===== config.mk =====
export PLATFORM = sky130hd
export DESIGN_NAME = rs232_tx_fifo
export DESIGN_NICKNAME = d
export VERILOG_FILES = /design/src/rtl/rs232_tx_fifo.sv
export SDC_FILE = /design/constraint.sdc
export NUM_CORES = 1
export LEC_CHECK = 0
export ABC_AREA = 1
export CAP_MARGIN = 10
export CORE_MARGIN = 4
export CORE_UTILIZATION = 37
export CTS_CLUSTER_SIZE = 40
export DETAILED_ROUTE_END_ITERATION = 8
export GPL_ROUTABILITY_DRIVEN = 0
export SETUP_SLACK_MARGIN = 0.3
export SLEW_MARGIN = 10
export SYNTH_ARGS = -nofsm -noshare
export SYNTH_HDL_FRONTEND = slang
export SYNTH_SLANG_ARGS = --single-unit

===== constraint.sdc =====
create_clock -name clk_ref -period 5.9 [get_ports clk_ref]
set_clock_uncertainty 0.15 [all_clocks]
set_input_delay 0.59 -clock clk_ref [delete_from_list [all_inputs] [get_ports clk_ref]]
set_output_delay 0.59 -clock clk_ref [all_outputs]
set_load 0.02 [all_outputs]

===== src/rtl/rs232_tx_fifo.sv =====
// ---------------------------------------------------------------------------
// rs232_tx_fifo
//   Parametrised RS-232 transmitter with an internal FIFO. Application words
//   enter through a valid/ready handshake and are serialised as
//   start / DATA_BITS data (LSB first) / optional parity / STOP_BITS stop.
//   Queued words go out back-to-back with no idle gap between frames.
//
// Parameters:
//   CLK_REF    reference clock in MHz
//   BAUD_RATE  line rate in bit/s (bit period = CLK_REF*1e6/BAUD_RATE cycles)
//   DATA_BITS  data bits per frame (5..9)
//   PARITY     0 none, 1 odd, 2 even
//   STOP_BITS  1 or 2
//   FIFO_DEPTH FIFO entries, power of two, >= 2
//
// Ports:
//   clk_ref         reference clock
//   rst             synchronous reset, active high
//   i_tx_dat        word to queue
//   i_tx_valid      i_tx_dat valid
//   o_tx_ready      FIFO can accept a word (registered, not full)
//   i_tx_enable     permits a new frame to start (never stops one in flight)
//   o_tx_pin        serial line, idle high
//   o_tx_busy       frame in progress
//   o_tx_send_over  one-cycle pulse in the last stop cycle of a frame
//   o_fifo_level    number of queued words
// ---------------------------------------------------------------------------
module rs232_tx_fifo #(
  parameter int CLK_REF    = 100,
  parameter int BAUD_RATE  = 115200,
  parameter int DATA_BITS  = 8,
  parameter int PARITY     = 0,
  parameter int STOP_BITS  = 1,
  parameter int FIFO_DEPTH = 16
) (
  input  logic                          clk_ref,
  input  logic                          rst,
  input  logic [DATA_BITS-1:0]          i_tx_dat,
  input  logic                          i_tx_valid,
  output logic                          o_tx_ready,
  input  logic                          i_tx_enable,
  output logic                          o_tx_pin,
  output logic                          o_tx_busy,
  output logic                          o_tx_send_over,
  output logic [$clog2(FIFO_DEPTH):0]   o_fifo_level
);

  localparam int DIV      = (CLK_REF * 1000000) / BAUD_RATE;
  localparam int STOP_LEN = STOP_BITS * DIV;
  // Counter covers the longest single state, which is the stop period.
  localparam int CW       = $clog2(STOP_LEN + 1);
  localparam int AW       = $clog2(FIFO_DEPTH);
  localparam int LW       = AW + 1;
  localparam int BW       = $clog2(DATA_BITS);

  localparam logic [CW-1:0] CNT_ZERO  = {CW{1'b0}};
  localparam logic [CW-1:0] CNT_ONE   = {{(CW-1){1'b0}}, 1'b1};
  localparam logic [CW-1:0] BIT_LAST  = CW'(DIV - 1);
  localparam logic [CW-1:0] STOP_LAST = CW'(STOP_LEN - 1);
  localparam logic [BW-1:0] IDX_ZERO  = {BW{1'b0}};
  localparam logic [BW-1:0] IDX_ONE   = {{(BW-1){1'b0}}, 1'b1};
  localparam logic [BW-1:0] IDX_LAST  = BW'(DATA_BITS - 1);
  localparam logic [AW-1:0] PTR_ZERO  = {AW{1'b0}};
  localparam logic [AW-1:0] PTR_ONE   = {{(AW-1){1'b0}}, 1'b1};
  localparam logic [LW-1:0] LVL_ZERO  = {LW{1'b0}};
  localparam logic [LW-1:0] LVL_ONE   = {{(LW-1){1'b0}}, 1'b1};
  localparam logic [LW-1:0] LVL_FULL  = LW'(FIFO_DEPTH);

  localparam logic [2:0] ST_IDLE   = 3'd0;
  localparam logic [2:0] ST_START  = 3'd1;
  localparam logic [2:0] ST_DATA   = 3'd2;
  localparam logic [2:0] ST_PARITY = 3'd3;
  localparam logic [2:0] ST_STOP   = 3'd4;

  // Parity bit for a data word: odd mode makes the total ones count odd,
  // even mode makes it even.
  function automatic logic parity_bit(input logic [DATA_BITS-1:0] d);
    return (PARITY == 1) ? ~(^d) : (^d);
  endfunction

  // ---------------- FIFO ----------------
  logic [DATA_BITS-1:0] mem_r [FIFO_DEPTH];
  logic [AW-1:0]        wr_ptr_r;
  logic [AW-1:0]        rd_ptr_r;
  logic [LW-1:0]        level_r;
  logic [LW-1:0]        level_nx;
  logic                 ready_r;
  logic                 push_s;
  logic                 pop_s;
  logic [DATA_BITS-1:0] head_s;

  assign push_s = i_tx_valid & ready_r;
  assign head_s = mem_r[rd_ptr_r];

  // Next FIFO occupancy; push and pop together cancel out.
  always_comb begin
    level_nx = level_r;
    case ({push_s, pop_s})
      2'b10:   level_nx = level_r + LVL_ONE;
      2'b01:   level_nx = level_r - LVL_ONE;
      default: level_nx = level_r;
    endcase
  end

  // Storage array write port; contents need no reset since the pointers
  // define which entries are valid.
  always_ff @(posedge clk_ref) begin
    if (push_s) begin
      mem_r[wr_ptr_r] <= i_tx_dat;
    end
  end

  // FIFO pointers, level and the registered not-full flag.
  always_ff @(posedge clk_ref) begin
    if (rst) begin
      wr_ptr_r <= PTR_ZERO;
      rd_ptr_r <= PTR_ZERO;
      level_r  <= LVL_ZERO;
      ready_r  <= 1'b1;
    end else begin
      if (push_s) begin
        wr_ptr_r <= wr_ptr_r + PTR_ONE;
      end
      if (pop_s) begin
        rd_ptr_r <= rd_ptr_r + PTR_ONE;
      end
      level_r <= level_nx;
      // Ready follows the new level, so a pop while full frees a slot
      // only from the next cycle on.
      ready_r <= (level_nx != LVL_FULL);
    end
  end

  // ---------------- Frame FSM ----------------
  logic [2:0]           state_r, state_nx;
  logic [CW-1:0]        cnt_r, cnt_nx;
  logic [BW-1:0]        idx_r, idx_nx;
  logic [DATA_BITS-1:0] shift_r, shift_nx;
  logic                 par_r, par_nx;
  logic                 pin_r, pin_nx;
  logic                 busy_r, busy_nx;
  logic                 send_r, send_nx;
  logic                 can_start_s;

  assign can_start_s = (level_r != LVL_ZERO) && i_tx_enable;

  // State transitions, bit timing and FIFO pop decision.
  always_comb begin
    state_nx = state_r;
    cnt_nx   = cnt_r + CNT_ONE;
    idx_nx   = idx_r;
    shift_nx = shift_r;
    par_nx   = par_r;
    pop_s    = 1'b0;
    case (state_r)
      ST_IDLE: begin
        cnt_nx = CNT_ZERO;
        if (can_start_s) begin
          pop_s    = 1'b1;
          shift_nx = head_s;
          par_nx   = parity_bit(head_s);
          state_nx = ST_START;
        end else begin
          state_nx = ST_IDLE;
        end
      end
      ST_START: begin
        if (cnt_r == BIT_LAST) begin
          cnt_nx   = CNT_ZERO;
          idx_nx   = IDX_ZERO;
          state_nx = ST_DATA;
        end else begin
          state_nx = ST_START;
        end
      end
      ST_DATA: begin
        if (cnt_r == BIT_LAST) begin
          cnt_nx   = CNT_ZERO;
          shift_nx = {1'b0, shift_r[DATA_BITS-1:1]};
          if (idx_r == IDX_LAST) begin
            state_nx = (PARITY != 0) ? ST_PARITY : ST_STOP;
          end else begin
            idx_nx = idx_r + IDX_ONE;
          end
        end else begin
          state_nx = ST_DATA;
        end
      end
      ST_PARITY: begin
        if (cnt_r == BIT_LAST) begin
          cnt_nx   = CNT_ZERO;
          state_nx = ST_STOP;
        end else begin
          state_nx = ST_PARITY;
        end
      end
      ST_STOP: begin
        if (cnt_r == STOP_LAST) begin
          cnt_nx = CNT_ZERO;
          // Chain straight into the next frame when a word is waiting.
          if (can_start_s) begin
            pop_s    = 1'b1;
            shift_nx = head_s;
            par_nx   = parity_bit(head_s);
            state_nx = ST_START;
          end else begin
            state_nx = ST_IDLE;
          end
        end else begin
          state_nx = ST_STOP;
        end
      end
      default: begin
        cnt_nx   = CNT_ZERO;
        state_nx = ST_IDLE;
      end
    endcase
  end

  // Output values for the upcoming state, so the registered outputs line
  // up with the state register rather than lagging it by a cycle.
  always_comb begin
    pin_nx  = 1'b1;
    busy_nx = (state_nx != ST_IDLE);
    send_nx = (state_nx == ST_STOP) && (cnt_nx == STOP_LAST);
    case (state_nx)
      ST_START:  pin_nx = 1'b0;
      ST_DATA:   pin_nx = shift_nx[0];
      ST_PARITY: pin_nx = par_nx;
      default:   pin_nx = 1'b1;
    endcase
  end

  // FSM state and registered line outputs.
  always_ff @(posedge clk_ref) begin
    if (rst) begin
      state_r <= ST_IDLE;
      cnt_r   <= CNT_ZERO;
      idx_r   <= IDX_ZERO;
      shift_r <= {DATA_BITS{1'b0}};
      par_r   <= 1'b0;
      pin_r   <= 1'b1;
      busy_r  <= 1'b0;
      send_r  <= 1'b0;
    end else begin
      state_r <= state_nx;
      cnt_r   <= cnt_nx;
      idx_r   <= idx_nx;
      shift_r <= shift_nx;
      par_r   <= par_nx;
      pin_r   <= pin_nx;
      busy_r  <= busy_nx;
      send_r  <= send_nx;
    end
  end

  assign o_tx_ready     = ready_r;
  assign o_fifo_level   = level_r;
  assign o_tx_pin       = pin_r;
  assign o_tx_busy      = busy_r;
  assign o_tx_send_over = send_r;

endmodule


==> results of run 1 <==
-- layer usage --
| layer | vias to the layer above | track usage [%] | part of all wire, % |
|---|---|---|---|
| met2 | 138 | 23.2 | 46 |
| met3 | 21 | 2.55 | 5.6 |
| met5 | - | 0 | 0 |
| li1 | 2923 | - | - |
| met1 | 2686 | 21.4 | 46 |
| met4 | 0 | 5.67 | 2.1 |
-- Yosys cell counts (all sizes together) (10+ instances only) --
| cell | n |
|---|---|
| nand2 | 296 |
| edfxtp | 128 |
| inv | 122 |
| nand3 | 95 |
| nor2 | 81 |
| dfxtp | 46 |
| buf | 23 |
| o21ai | 19 |
| a21oi | 17 |
| ha | 10 |
| nor3 | 10 |
-- path summary, 6_finish.rpt --
check | startpoint | end | slack [ps] | cells past startpoint
setup / recovery | flip-flop | o_tx_pin$_SDFF_PP1_ | 2890 | 18
hold / removal | shift_r[7]$_SDFFE_PP0P_ | shift_r[7]$_SDFFE_PP0P_ | 330 | 2
setup reg to reg | flip-flop | o_tx_pin$_SDFF_PP1_ | 2890 | 18
hold reg to reg | shift_r[7]$_SDFFE_PP0P_ | shift_r[7]$_SDFFE_PP0P_ | 330 | 2
-- worst max-delay path, cell delays in order (launching register included) --
cell                      delay (ps)
sky130_fd_sc_hd__dfxtp_2         320
sky130_fd_sc_hd__inv_2           790
sky130_fd_sc_hd__nand2_1         150
sky130_fd_sc_hd__nand3_1         120
sky130_fd_sc_hd__nand3_1         140
sky130_fd_sc_hd__nand3_1         190
sky130_fd_sc_hd__nand2_1         120
sky130_fd_sc_hd__nand2_1         100
sky130_fd_sc_hd__inv_1            40
sky130_fd_sc_hd__nor2_1          110
sky130_fd_sc_hd__nand2_1          60
sky130_fd_sc_hd__nand2_1          60
sky130_fd_sc_hd__nand2_1          80
sky130_fd_sc_hd__nand2_1          80
sky130_fd_sc_hd__nand2_1          50
sky130_fd_sc_hd__nand3_1          70
sky130_fd_sc_hd__nand2_1          70
sky130_fd_sc_hd__nand3_1          80
sky130_fd_sc_hd__nand3_1          90
-- state kept, by name, indices dropped and copies added (netlist names), named ones only --
| register | cells |
|---|---|
| o_tx_send_over | 1 |
| rd_ptr_r | 4 |
| idx_r | 3 |
| o_tx_ready | 1 |
| mem_r | 128 |
| shift_r | 8 |
| cnt_r | 10 |
| o_tx_pin | 1 |
| state_r | 3 |
| o_fifo_level | 5 |
| o_tx_busy | 1 |
| par_r | 1 |
| wr_ptr_r | 4 |
-- cell type report --
class	instances	area [sq um]	share of cell area, %
sequential	174	4770	52.7
clock buffer	17	425	4.70
tap	275	344	3.80
multi-input combinational	565	2650	29.3
inverter	125	469	5.19
clock inverter	15	179	1.98
timing repair buffer	22	215	2.38
-- stage by stage --
| stage | worst slack (ps) | utilization (%) |
|---|---|---|
| after floorplan | 3310 | - |
| after global placement | 2710 | 39.8 |
| after detailed placement | 2620 | 39.8 |
| after CTS | 2880 | 42.6 |
| after global routing | 2610 | 42.6 |
| final | 2890 | 42.6 |
-- power groups by stage --
stage	combinational, W	clock (W)	sequential [W]
floorplan	0.000944	0	0.00147
global placement	0.00124	0	0.00146
detailed placement	0.00125	0	0.00146
CTS	0.00125	0.00116	0.00144
global route	0.00141	0.00121	0.00145
finish	0.00125	0.00114	0.00144
-- logic make-up after synthesis --
group | count (synthesis)
simple gates | 500
compound gates | 52
buf+inv | 154
flops | 174
xor+xnor | 3
fa+ha+maj | 10
==> run summary, run 1 <==
Of the post-synthesis cell area, the dominant cell type holds 47.7%. The initial antenna violation count came out at 0. The cell sitting at the root of the clock tree is a sky130_fd_sc_hd__clkbuf_16. At the pin with the least slew margin, the transition time is 1110 ps. The length of the first detailed-routing pass in iterations is 6. In this run, post-CTS hold repair placed 0 buffers.

The post-synthesis to final-layout area growth is 12.3%. In this run the cell area measured after placement is 8440 sq um. The final non-filler cell total came out at 1193.

Summed over all nets, the switching power comes to 0.00140 W. The number of warnings printed during yosys synthesis came out at 0. The via count of the first global-routing pass is 5438. The floorplan die area came out at 24200 sq um.

The portion of the post-synthesis area used by sequential elements came out at 59.1%. The number of antenna cells inserted is 0. Of the total synthesized cell area, the portion taken by AND, OR, NAND and NOR gates is 26.9%.

The share of synthesized registers carrying an async set or reset is 0%. Yosys attributes the largest share of cell area to sky130_fd_sc_hd__edfxtp_1, sky130_fd_sc_hd__nand2_1, sky130_fd_sc_hd__dfxtp_1. The count of pins on the block boundary is 21. Global routing used 15.1% of the available tracks. The number of nets with antenna violations after routing came out at 0. The final count of pins violating max slew is 0. The most used flip-flop cell after synthesis is sky130_fd_sc_hd__edfxtp_1.

The initial utilization of the core area, before any placement, comes to 38.0%. The layout cell share with drive strength beyond 1 is 6.43%. The arrival time at the worst endpoint came out at 3150 ps. The sum of net half-perimeters after detailed placement is 11500 microns. The quantity of gates resized following cts came out at 0.

The mean area per synthesized cell came out at 9.02 sq um. In this run, synthesis produced a sequential element count of 174. The total setup buffers inserted after CTS is 0. The per-cell routed wire length came out at 14.9 microns. The area of all placed cells without fillers came out at 9040 sq um. Net switching is 36.8% of the power. Across the run, the number of max-cap violations was 0.

The pin count of the biggest net entering global routing came out at 70. Of the total power, registers draw 37.6%. The type of origin of the critical path is a flip-flop.

The post-route clock period utilization came out at 51.0%. The net count of the mapped netlist came out at 915. The layout has 2065 filler cells. The share of total power in the clock network came out at 29.7%.

The hold violation count in the final report was 0. The tightest min-delay check is of the flip-flop to flip-flop type. The ratio of total power to cell area came out at 422 nW/um^2. TritonCTS built the clock tree. The portion of netlist area occupied by mux cells came out at 0%.

Of all nets on the critical path, the largest fanout is 59. The detailed-route via count came out at 5768. The first global-routing pass estimated 28500 microns of wire.

The critical path is of the flip-flop to flip-flop type. Port buffering added 20 buffers. Wires add up to 17800 microns. Hold is met by 325 ps. The fmax came out at 0.332 GHz. Once placement completed, the tool counted placed cells totaling 1161.

The vertical die dimension is 156 microns. After synthesis the cells add up to 8060 sq um. Clock-pin slew was measured on the worst setup and hold paths at 70 ps. sky130_fd_sc_hd__edfxtp_1 takes more of the synthesized area than any other cell.

The number of buffers on the longest clock path is 2. At the later pin of the worst-skew pair, clock insertion delay measures 430 ps. For this run, design rule violations remaining after detail routing come to 0. The worst pin sits at a relative slew slack of 26.1%.

The total number of nets in the final design came out at 927. The number of vias per cell came out at 4.83. The distinct cell type count after synthesis came out at 43. Summed over all failing endpoints, the final setup total negative slack is 0 ps.

The library cell used most frequently in the layout, excluding fill and tap cells, is sky130_fd_sc_hd__nand2_1. In the layout the commonest cells are sky130_fd_sc_hd__nand2_1, sky130_fd_sc_hd__edfxtp_1, sky130_fd_sc_hd__inv_1, sky130_fd_sc_hd__nand3_1, sky130_fd_sc_hd__nor2_1. The first-iteration detailed-routing DRC count came out at 480. The internal power consumption came out at 0.00242 W. The worst path required time is 6050 ps. Summing the areas of all xor and xnor instances in the mapped netlist gives 0.326% of the synthesized area.

The floorplan row count came out at 53. The CTS sink count came out at 174. The number of buffers created by CTS is 17.

The peak ir drop on the vdd network is 0.277 mV. The setup violation total in the final timing report is 0. Setup repair after global routing left no endpoint under its margin.

The combinational share of power is 32.7%. The flow ran to the end, and the final reports show no timing, DRC or antenna violations. The design draws 0.00382 W. The adder-cell share of the synthesized area is 1.55%. The count of flip-flops with a built-in enable after synthesis came out at 128.

By area, the combinational part of the netlist is dominated by simple AND/OR/NAND/NOR gates. The total core area came out at 21200 sq um. The standby leakage power is 3.73 nW. The synthesized netlist devotes 4.05% of its cell area to compound gates.

The synthesized netlist cell count is 893. The worst setup path is captured at a flip-flop. The width of the chip came out at 156 microns. The shortest period the worst path allows is 3010 ps. The total overflow left after global routing is 0.

The H-tree depth is 4.
Note: power is estimated with default switching activity, not from simulation.
==> run 2, diff against run 1 <==
clock period = 2.95 ns   (was 5.9 ns; I/O delays follow)
==> run 2 against run 1 <==
  * Non-clock buffer count rose by 38
  * Largest cell class unchanged
  * First-iteration DRC count fell by 3.3%
  * Largest power group unchanged
  * Critical path depth fell by 2
  * Clock-buffer cell count rose by 1
  * Sequential power rose by 100%
  * Global-route usage rose by 0.49 points
  * Sequential cell count did not move
  * Final area rose by 4.3%
  * Worst setup slack got worse by 2500 ps
  * Cell count rose by 3.2%
==> run summary, run 2 (synthesized netlist as in run 1, its figures left out) <==
In this run the deepest clock path goes through 2 buffers. Clock tree synthesis selected as its root buffer the cell sky130_fd_sc_hd__clkbuf_16. The hold violation count in the final report is 0. The number of antenna cells inserted is 0. The standby leakage power came out at 3.95 nW. The actual transition at the worst max-transition pin is 775 ps. The cell at the slowest stage of the critical path is sky130_fd_sc_hd__dfxtp_4. The worst path required time is 3120 ps.

The peak ir drop on the vdd network came out at 0.523 mV. The count of filler cells inserted in the layout is 2020. The shortest period the worst path allows came out at 2580 ps. The number of nets with antenna violations after routing came out at 0. The type of origin of the critical path is a flip-flop.

The final count of pins violating max slew came out at 0. The post-synthesis to final-layout area growth is 17.1%. The setup violation total in the final timing report came out at 0.

The number of max-cap violations is 0. By instance count, the cell type seen most on the critical path is sky130_fd_sc_hd__nand2_1. The pin count of the biggest net entering global routing is 39. The largest registers in the layout are mem_r: 128 flops, cnt_r: 10 flops, shift_r: 8 flops. The flow ran to the end, and the final reports show no timing, DRC or antenna violations. After floorplanning, the core was sized to cover 21200 sq um. TritonCTS built the clock tree.

The detailed-route via count came out at 5875. The number of vias per cell came out at 4.77. The clock reaches the later pin of the worst-skew pair after 430 ps. Measured against its own limit, the worst slew margin works out to 48.2%. The number of flip-flops in the largest register is 128. The maximum fanout along the worst path came out at 6. The setup path with the least slack is of type flip-flop to flip-flop. The H-tree depth came out at 4. The width of the chip is 156 microns. Setup repair after global routing could not meet its margin everywhere. The top cell types in the final layout, fill and taps aside, are sky130_fd_sc_hd__nand2_1, sky130_fd_sc_hd__edfxtp_1, sky130_fd_sc_hd__inv_1, sky130_fd_sc_hd__nand3_1, sky130_fd_sc_hd__nor2_1.

The area of all placed cells without fillers came out at 9430 sq um. The first-iteration detailed-routing DRC count came out at 464. The overall routed net length came out at 18300 microns.

The global-route wire length before repair is 29400 microns. The initial antenna violation count is 0. The post-route clock period utilization is 87.3%. The global-route usage over all layers is 15.5%. The ratio of total power to cell area is 835 nW/um^2. The final sum of negative setup slack came out at 0 ps. In this run the core area contains 53 standard-cell rows. The via count of the first global-routing pass is 5415.

The tree built by TritonCTS fans out to 174 sinks. The worst min-delay path class is flip-flop to flip-flop. The arrival time at the worst endpoint came out at 2750 ps. The worst slack on hold paths came out at 309 ps. The count of pins on the block boundary is 21.

The number of I/O port buffers is 20. The number of remaining DRC errors is 0. The total congestion overflow after global routing is 0.

The highest cell delay on the worst timing path came out at 370 ps. The vertical die dimension is 156 microns. Clock tree synthesis inserted a total of 17 buffers. The critical path goes through nand2_2, nor4_4, nand2_4, o21ai_4, nand2_2, nor2_4, nand2_1, nand2_1, ha_1, a21oi_2, buf_4, nor2_4, o22ai_2, or2_0, nor2_1, nand2_1. The starting density of the core came out at 38.0%. The library cell used most frequently in the layout, excluding fill and tap cells, is sky130_fd_sc_hd__nand2_1. The floorplan die area is 24200 sq um. The per-cell routed wire length came out at 14.9 microns.

The total number of nets in the final design came out at 965. After clock tree synthesis, the clock-pin slew on the worst setup and hold paths is 70 ps. The placed instance area came out at 8690 sq um.

Ranked by flip-flop count, first place goes to mem_r. The length of the first detailed-routing pass in iterations came out at 5. The type of destination of the critical path is a flip-flop.

The fmax came out at 0.388 GHz. Once detailed placement completed, the half-perimeter wirelength came to 11800 microns. The layout cell share with drive strength beyond 1 came out at 10.8%.
## run 2: through the flow
step	instances	power, W	worst slack [ps]	util [%]
2_1_floorplan	893	0.00483	365	-
3_3_place_gp	1191	0.00552	198	41.0
3_5_place_dp	1191	0.00554	112	41.0
4_1_cts	1224	0.00781	306	43.8
5_1_grt	1231	0.00840	192	44.5
6_report	1231	0.00788	374	44.5
## run 2: metal layers
layer	global-route usage (%)	wire, microns
met3	3.08	1010
met1	23.3	9030
met5	0	0
met4	4.67	276
met2	22.8	7990
## run 2: final cells by class
class,instances,area (sq um),area share [%]
flip-flops and latches,174,4780,50.7
multi-input cells,565,2680,28.4
repair buffers,60,566,5.99
inverters,125,474,5.03
clock buffers,18,429,4.55
well taps,275,344,3.65
clock inverters,14,159,1.68
## run 2: worst paths after layout
check	from	cells after the start	end	slack (ps)
worst max-delay path	cnt_r[6]$_SDFF_PP0_	16	o_tx_ready$_SDFF_PP1_	370
worst max register to register	cnt_r[6]$_SDFF_PP0_	16	o_tx_ready$_SDFF_PP1_	370
worst min-delay path	cnt_r[0]$_SDFF_PP0_	1	cnt_r[0]$_SDFF_PP0_	310
worst min register to register	cnt_r[0]$_SDFF_PP0_	1	cnt_r[0]$_SDFF_PP0_	310
## run 2: critical path: cells and delay by family (launching register included)
family / cells / cell delay [ps]
flip-flops: 1 / 370
buffers and inverters: 1 / 150
adder cells (fa/ha/maj): 1 / 160
AND/OR/NAND/NOR: 11 / 1300
AO/OA/AOI/OAI: 3 / 330
## run 2: repair_timing
action,4_1_cts,5_1_grt
hold buffers,0,0
setup endpoints to repair,2,5
gates resized for setup,4,21
gates cloned,0,1
pin swaps,1,4
buffers inserted,1,6
## run 2: where the power goes
group          total, W  switching [W]  internal [W]
clock           0.00225       0.000980       0.00127
combinational   0.00274        0.00180      0.000947
sequential      0.00289       0.000110       0.00278
==> run 3, diff against run 2 <==
CORE_ASPECT_RATIO = 0.6   (was default)
==> run 3 against run 2 <==
  * Non-clock buffer count up 2
  * Cell count up 0.49%
  * Die area up 0.32%
  * Register-to-register slack better by 30 ps
  * Critical path type unchanged
  * Critical path depth up 1
  * Routed wire length up 1.5%
  * Sequential power about the same
  * Worst setup slack better by 29 ps
  * Largest cell class unchanged
  * Largest power group unchanged
==> run summary, run 3 (synthesized netlist as in run 1, its figures left out) <==
The flow ran to the end, and the final reports show no timing, DRC or antenna violations. Combinational logic burns 35.3% of the power. The number of antenna cells inserted is 0. Power spread over the standard cell area amounts to 828 nW/um^2. Buffers placed on the I/O ports in this run total 20. The initialized floorplan defines 41 standard-cell rows. Setup repair after global routing could not meet its margin everywhere.

The standby leakage power came out at 3.94 nW. The total core area came out at 21200 sq um. The share of total power dissipated in the clock network is 27.7%. The arrival time at the worst endpoint is 2720 ps. The worst register-to-register path begins at cnt_r[6]$_SDFF_PP0_. Leaving out fill and tap cells, the most frequent cell in the layout is sky130_fd_sc_hd__nand2_1.

Pin placement for this block handled 21 I/O pins. The number of buffers on the longest clock path came out at 2. The width of the chip is 199 microns. The start-to-end type of the worst setup path is flip-flop to flip-flop.

The total number of nets in the final design is 967. The pin count of the biggest net entering global routing came out at 32. The length of the first detailed-routing pass in iterations is 7. The number of hold buffers added after CTS was 0. After layout, the minimum clock period comes to 2550 ps.

Once detail routing completed, the nets flagged for antenna violations numbered 0. The worst slack on hold paths is 309 ps. For hold timing, the worst endpoint is cnt_r[0]$_SDFF_PP0_. The register containing the most flip-flops in the final layout is mem_r. The peak ir drop on the vdd network came out at 0.376 mV. The largest registers in the layout are mem_r: 128 flops, cnt_r: 10 flops, shift_r: 8 flops. The endpoint identified for the worst register-to-register timing path is o_tx_ready$_SDFF_PP1_. CTS placed an instance of sky130_fd_sc_hd__clkbuf_16 at the clock tree root. The post-synthesis to final-layout area growth is 17.2%. For the worst-skew pair, the clock arrives at the later sink with an insertion delay of 420 ps. The CTS sink count is 174.

The layout cell share with drive strength beyond 1 is 11.7%. The starting density of the core came out at 38.0%. The number of instances on the worst hold path came out at 1. The portion of total power attributed to sequential cells is 36.9%.

The minimum setup slack among reg-to-reg paths is 400 ps. The net switching power is 0.00288 W. In the final routed layout, each cell accounts on average for 15.0 microns. The register with the most flip-flops in the layout has 128 of them.

The HPWL after detailed placement is 12600 microns. The number of vias per cell came out at 4.73. The tightest min-delay check is of the flip-flop to flip-flop type. The total congestion overflow after global routing came out at 0. Along the worst path, the maximum fanout reaches 5.

The worst setup path is launched from a flip-flop. In the global route stage, overall resource usage came out at 16.1%. The via count of the first global-routing pass was 5490. The post-route clock period utilization is 86.4%. The worst hold path begins at cnt_r[0]$_SDFF_PP0_. The final count of pins violating max slew is 0.

The number of max-cap violations is 0. The die covers 24300 sq um. The first global-routing pass estimated 30100 microns of wire.

The TritonCTS clock tree is yes. The internal power consumption is 0.00494 W. The setup violation total in the final timing report came out at 0.

TritonCTS created 17 clock buffers. The initial antenna violation count is 0. The final layout contains routed wiring with a total length of 18600 microns. The H-tree depth came out at 4.

The worst register-to-register path has a depth of 17. The vertical die dimension is 122 microns. In the layout the commonest cells are sky130_fd_sc_hd__nand2_1, sky130_fd_sc_hd__edfxtp_1, sky130_fd_sc_hd__inv_1, sky130_fd_sc_hd__nand3_1, sky130_fd_sc_hd__nor2_1. The count of filler cells inserted in the layout is 1997.

The number of remaining DRC errors came out at 0. The fmax came out at 0.393 GHz. The hold violation count in the final report came out at 0. In the final timing run, aggregate negative setup slack is 0 ps. The clock-pin slew on the worst setup and hold paths is 70 ps. The worst setup path is captured at a flip-flop.

The proportion of total power due to net switching is 36.8%. Summing over every cut layer, the via total after detailed routing is 5852. The actual transition at the worst max-transition pin came out at 664 ps. The relative slew slack came out at 55.6%.

The first-iteration detailed-routing DRC count is 480. The worst path required time is 3120 ps.
-- run 3: per-layer routing --
| layer | GRT usage (%) | part of all wire (%) | up-vias |
|---|---|---|---|
| li1 | - | - | 3000 |
| met1 | 25.7 | 53 | 2706 |
| met2 | 22.2 | 41 | 133 |
| met3 | 3.40 | 5.4 | 13 |
| met4 | 3.63 | 0.91 | 0 |
| met5 | 0 | 0 | - |
-- run 3: how the worst max path moves through the flow --
stage                              from               endpoint  slack (ps)  cells past startpoint
floorplan           cnt_r[0]$_SDFF_PP0_  o_tx_ready$_SDFF_PP1_         360                     18
global placement    cnt_r[0]$_SDFF_PP0_  o_tx_ready$_SDFF_PP1_         190                     18
detailed placement  cnt_r[0]$_SDFF_PP0_  o_tx_ready$_SDFF_PP1_         130                     18
CTS                 cnt_r[0]$_SDFF_PP0_  o_tx_ready$_SDFF_PP1_         310                     18
global route        cnt_r[6]$_SDFF_PP0_  o_tx_ready$_SDFF_PP1_         230                     17
finish              cnt_r[6]$_SDFF_PP0_  o_tx_ready$_SDFF_PP1_         400                     17
-- run 3: layout make-up --
cell class	instances	area (sq um)	area share [%]
multi-input combinational	565	2720	28.8
clock buffer	18	429	4.54
sequential	174	4780	50.6
timing repair buffer	62	561	5.93
inverter	125	469	4.97
tap	279	349	3.70
clock inverter	14	138	1.46
-- run 3: per-stage QoR --
stage	util [%]	power (W)	setup slack, ps	instance area [sq um]	instances
floorplan	-	0.00483	365	8060	893
global placement	41.1	0.00550	185	8700	1196
detailed placement	41.1	0.00552	126	8700	1196
CTS	43.8	0.00769	312	9280	1228
global route	44.6	0.00837	228	9450	1237
finish	44.6	0.00782	403	9450	1237
-- run 3: worst max-delay path, cell delays in order (launching register included) --
cell                      delay [ps]
sky130_fd_sc_hd__dfxtp_4         380
sky130_fd_sc_hd__nand2_4          60
sky130_fd_sc_hd__nor4_4          280
sky130_fd_sc_hd__nand2_4         130
sky130_fd_sc_hd__nand2_4         100
sky130_fd_sc_hd__nand2_4          50
sky130_fd_sc_hd__nor2_4          200
sky130_fd_sc_hd__nand2_4         100
sky130_fd_sc_hd__nand2_2          70
sky130_fd_sc_hd__nand2_2          70
sky130_fd_sc_hd__ha_4            170
sky130_fd_sc_hd__a21oi_4         150
sky130_fd_sc_hd__nand2_1          70
sky130_fd_sc_hd__nand2_1          60
sky130_fd_sc_hd__o22ai_1          70
sky130_fd_sc_hd__or2_0           210
sky130_fd_sc_hd__nor2_1          100
sky130_fd_sc_hd__nand2_1          50
-- run 3: what timing repair did --
item,CTS,global route
buffers inserted,0,9
hold endpoints to repair,0,0
endpoints found under the setup margin,2,4
pin swaps,0,12
resized for setup,4,25
-- run 3: power by group through the flow --
stage	clock network [W]	logic [W]	registers [W]
detailed placement	0	0.00259	0.00293
global route	0.00233	0.00312	0.00291
floorplan	0	0.00189	0.00294
global placement	0	0.00257	0.00293
finish	0.00217	0.00276	0.00289
CTS	0.00221	0.00260	0.00288
